[src/rtl/traffic_lights_monitor.sv]
// traffic_lights_monitor: segments the lamp stream, reports each segment's length in ms, flags bad patterns.
// Optional phase-order checking is compiled in with `define TL_MON_SEQ_CHECK_EN.
module traffic_lights_monitor #(
    parameter int CLK_PER_MS = 2,
    parameter int LEN_W      = 16
) (
    input  logic             clk_i,
    input  logic             srst_i,
    input  logic             red_i,
    input  logic             yellow_i,
    input  logic             green_i,
    output logic             seg_valid_o,
    output logic [2:0]       seg_code_o,
    output logic [LEN_W-1:0] seg_len_o,
    output logic             pat_err_o,
    output logic             seq_err_o
);
    localparam int SUB_W = CLK_PER_MS > 1 ? $clog2(CLK_PER_MS) : 1;
    localparam logic [2:0] OFF = 3'd0, RED = 3'd1, RY = 3'd2, YEL = 3'd3, GRN = 3'd4, UNK = 3'd5, ILL = 3'd7;
    logic [2:0]       pat_d, pat_q;
    logic [SUB_W-1:0] sub_d, sub_q, sub_base;
    logic [LEN_W-1:0] ms_d, ms_q, ms_base;
    logic             chg, rpt, wrap;
    logic             seg_valid_q, pat_err_q;
    logic [2:0]       seg_code_q;
    logic [LEN_W-1:0] seg_len_q;
    always_comb begin
        pat_d    = {red_i, yellow_i, green_i} == 3'b000 ? OFF :
                   {red_i, yellow_i, green_i} == 3'b100 ? RED :
                   {red_i, yellow_i, green_i} == 3'b110 ? RY  :
                   {red_i, yellow_i, green_i} == 3'b010 ? YEL :
                   {red_i, yellow_i, green_i} == 3'b001 ? GRN : ILL;
        chg      = pat_d != pat_q;
        rpt      = chg && pat_q != UNK;
        // a fresh pattern counts its first sampled cycle as cycle 1
        sub_base = chg ? '0 : sub_q;
        ms_base  = chg ? '0 : ms_q;
        wrap     = sub_base == SUB_W'(CLK_PER_MS - 1);
        sub_d    = wrap ? '0 : sub_base + 1'b1;
        ms_d     = (wrap && ms_base != '1) ? ms_base + 1'b1 : ms_base;
    end
    always_ff @(posedge clk_i) begin
        if (srst_i) begin
            pat_q       <= UNK;
            sub_q       <= '0;
            ms_q        <= '0;
            seg_valid_q <= 1'b0;
            seg_code_q  <= '0;
            seg_len_q   <= '0;
            pat_err_q   <= 1'b0;
        end else begin
            pat_q       <= pat_d;
            sub_q       <= sub_d;
            ms_q        <= ms_d;
            seg_valid_q <= rpt;
            seg_code_q  <= rpt ? pat_q : seg_code_q;
            seg_len_q   <= rpt ? ms_q : seg_len_q;
            pat_err_q   <= pat_err_q | (pat_d == ILL);
        end
    end
    assign seg_valid_o = seg_valid_q;
    assign seg_code_o  = seg_code_q;
    assign seg_len_o   = seg_len_q;
    assign pat_err_o   = pat_err_q;
`ifdef TL_MON_SEQ_CHECK_EN
    logic legal, seq_bad, seq_err_q;
    always_comb begin
        legal   = pat_d == OFF ||
                  (pat_q == OFF && (pat_d == GRN || pat_d == YEL || pat_d == RED)) ||
                  (pat_q == RED && pat_d == RY) || (pat_q == RY && pat_d == GRN) ||
                  (pat_q == GRN && pat_d == YEL) || (pat_q == YEL && pat_d == RED);
        // transitions touching ILLEGAL belong to pat_err_o only
        seq_bad = rpt && pat_q != ILL && pat_d != ILL && !legal;
    end
    always_ff @(posedge clk_i) begin
        if (srst_i) seq_err_q <= 1'b0;
        else        seq_err_q <= seq_err_q | seq_bad;
    end
    assign seq_err_o = seq_err_q;
`else
    assign seq_err_o = 1'b0;
`endif
endmodule

[config.mk]
export PLATFORM = sky130hd
export DESIGN_NAME = traffic_lights_monitor
export DESIGN_NICKNAME = d
export VERILOG_FILES = /design/src/rtl/traffic_lights_monitor.sv
export SDC_FILE = /design/constraint.sdc
export NUM_CORES = 1
export LEC_CHECK = 0
export BUFFER_PORTS_ARGS = -buffer_cell sky130_fd_sc_hd__buf_2
export CAP_MARGIN = 20
export CORE_MARGIN = 10
export CORE_UTILIZATION = 56
export DETAILED_ROUTE_END_ITERATION = 12
export PLACE_DENSITY = 0.78
export SYNTH_ARGS = -nofsm -noshare
export SYNTH_HDL_FRONTEND = slang
export SYNTH_SLANG_ARGS = --single-unit
[constraint.sdc]
create_clock -name clk_i -period 3.1 [get_ports clk_i]
set_input_delay 0.465 -clock clk_i [delete_from_list [all_inputs] [get_ports clk_i]]
set_output_delay 0.465 -clock clk_i [all_outputs]
set_load 0.01 [all_outputs]
==> flow_summary.yaml <==
routing:
  drt_iter0_markers: 85
  wirelength_um: 3670
  wire_per_inst_um: 13.2
  drt-vias-per-instance: 5.34
  ant_nets: 0
  vias: 1484
  drt_first_pass_iters: 4
  post-route-drc-count: 0
logic_synthesis:
  synth_top_area_share: 0.438
  synth.net_count: 218
  syn-cell-area_um2: 1880
  synth_fa_ha_area_frac: 0.00667
  ys_async_sr_fraction: 0
  synth_edf_count: 0
  synth_compound_area_frac: 0.0954
  yosys.area_share.simple: 0.260
  synth_top_area_cell: "dfxtp_1"
  synth_top_family_by_area: "simple AND/OR/NAND/NOR gates"
  ys_types: 46
  muxShareOfSynthArea: 0.101
  yosys-top-cells-count: "dfxtp_1 (41), nand2_1 (38), nor2_1 (22)"
  synth-warning-count: 0
  synthMostInstantiatedCell: "dfxtp_1"
  yosysSeqAreaShare: 0.438
  yosys-top-cells-area: "dfxtp_1 (44%), mux2i_1 (10%), nand2_1 (7.6%), nor2_1 (4.4%), xnor2_1 (2.8%)"
  synth_xor_area_frac: 0.0514
  netlist_instances: 212
  yosys_register_bits: 41
  synth_ff_type: "dfxtp_1"
  syn_area_per_cell_um2: 8.85
timing:
  tns_ps: 0
  slew_headroom: 0.559
  min_period_ps: 2670
  max_freq_mhz: 374
  fin_crit_sh: 0.863
  rsz0062_at_grt: "no"
  fin_skew_ps: 6.69
  setup_ws_ps: 426
  setup_viol: 0
  worst_pin_slew_ps: 661
  hold_violations: 0
  final_max_slew_viol_count: 0
layout:
  nets: 239
  instances_no_fill: 278
  final_area_um2: 2080
  area_delta_synth_final_pct: 11.0
  n_antenna_cell: 0
  drive_gt1_frac: 0.188
power_and_ir_drop:
  total_power_w: 0.000997
  power_frac_seq: 0.547
  clkPwrFrac: 0.367
  switching_power_w: 0.000233
  power.share.combinational: 0.086
  p_per_area_nw_per_um2: 479
  peakVddDrop_mv: 0.332
  switching_share: 0.234
  p_int_w: 0.000764
  p_leak_nw: 0.787
global_route:
  grt_first_pass_wirelength_um: 6670
  grt_max_degree: 20
  grt_usage: 0.129
  grt_pass1_vias: 1438
  overflow: 0
  antenna_found_initial: 0
setup_path:
  cp_num_buf_inv: 1
  cp_top_family: "simple AND/OR/NAND/NOR gates"
  cp_cell_sequence: "and2b_1, a31oi_2, a32oi_4, and2_1, ha_1, inv_1, or4_4, o21ai_1, xor2_1, nor2_1"
  worstPathArrival_ps: 2920
  endpoint_kind: "flop"
  required_ps: 3340
  r2r_start: "pat_q[2]"
  cpPeakStageDelay_ps: 570
  critical_path_class: "reg -> reg"
  cp-start-kind: "flop"
  reg2reg_slack_ps: 430
  worst_path_max_delay_cell: "or4_4"
  timing.rr.end: "ms_q[7]"
  cp_max_fo: 8
  rr_worst_depth: 10
clock_tree:
  cts_tree: "yes"
  cts_buffers: 5
  path_clk_slew_ps: 120
  clock_latency_ps: 350
  clock-sinks: 41
  cts_root_buffer: "clkbuf_4"
  h-tree-depth: 2
  postCtsSetupRepairBufs: 0
  hold_buffers: 0
  ctsResizeCount: 0
  cts_buffer_depth: 2
hold_path:
  worstHoldStart: "srst_i"
  min_to: "pat_err_o"
  whs_path_depth: 2
  hold_class: "in -> reg"
placed_design:
  dpl-instance-area_um2: 2000
  gp_congestion: 0.843
  dp_hpwl_um: 2640
  dp_cells: 270
  place.port_buffers: 25
  place_ws_ps: 207
die:
  placementRows: 20
  die_h_um: 77.9
  floorplan.initialDensity: 0.600
  die_w_um: 77.9
  dieArea_um2: 6060
  fp.coreArea_um2: 3130
  num_io_pins: 27
job:
  cap_violations: 0
status:
  run_status: "finished, final reports clean"
[through the flow]
| stage | hold WS [ps] | util |
|---|---|---|
| 2_1_floorplan | 458 | - |
| 3_3_place_gp | 440 | 0.638 |
| 3_5_place_dp | 440 | 0.638 |
| 4_1_cts | 379 | 0.666 |
| 5_1_grt | 386 | 0.666 |
| 6_report | 381 | 0.666 |
[worst max-delay path by stage]
stage	depth (start not counted)	slack, ps	to	start
final	10	430	ms_q[7]	pat_q[2]
after detailed placement	11	210	ms_q[7]	red_i
after CTS	10	430	ms_q[7]	pat_q[2]
after global placement	11	270	ms_q[7]	red_i
after global routing	10	180	ms_q[7]	pat_q[2]
after floorplan	11	410	ms_q[7]	red_i
[registers in the layout (all words and copies together) (netlist names)]
signal       count
seg_len_o       16
pat_err_o        1
pat_q            3
sub_q            1
seg_code_o       3
ms_q            16
seg_valid_o      1
[metal layers]
layer	track usage	vias to the layer above	part of all wire
li1	-	769	-
met1	0.158	681	0.47
met2	0.199	28	0.47
met3	0.0484	6	0.051
met4	0.0474	0	0.010
met5	0	-	0
[placed cells by master, fill, tap and decap left out, types with 2 or more instances in the layout]
cell	instances
mux2i_1	19
o21ai_1	3
xnor2_1	6
nor3_1	7
xor2_1	5
inv_1	4
clkbuf_4	5
buf_2	25
and2_1	2
and3_1	3
nand3_1	7
a21oi_1	5
o21ai_0	3
dfxtp_1	41
nand4_1	8
nand2_1	38
nor2_1	22
[kinds of logic after synthesis]
| group | count (synthesis) |
|---|---|
| compound gates | 22 |
| xor+xnor | 11 |
| fa+ha+maj | 1 |
| buf+inv | 17 |
| flops | 41 |
| mux | 19 |
| other cells | 1 |
| simple gates | 100 |
[final cells by class]
| type | count | area, um2 |
|---|---|---|
| flip-flops and latches | 41 | 821 |
| repair buffers | 26 | 133 |
| multi-input cells | 154 | 970 |
| clock buffers | 7 | 55.1 |
| fillers | 270 | 1050 |
| inverters | 5 | 18.8 |
| well taps | 44 | 55.1 |
| clock inverters | 1 | 30.0 |
[power groups by stage]
stage / registers, W / logic, W / clock network (W)
final: 0.000545 / 0.0000859 / 0.000366
after floorplan: 0.000559 / 0.0000683 / 0
after CTS: 0.000545 / 0.0000870 / 0.000367
after global routing: 0.000547 / 0.0000942 / 0.000390
after global placement: 0.000557 / 0.0000861 / 0
after detailed placement: 0.000557 / 0.0000864 / 0
Power figures use the tool's default switching activity.
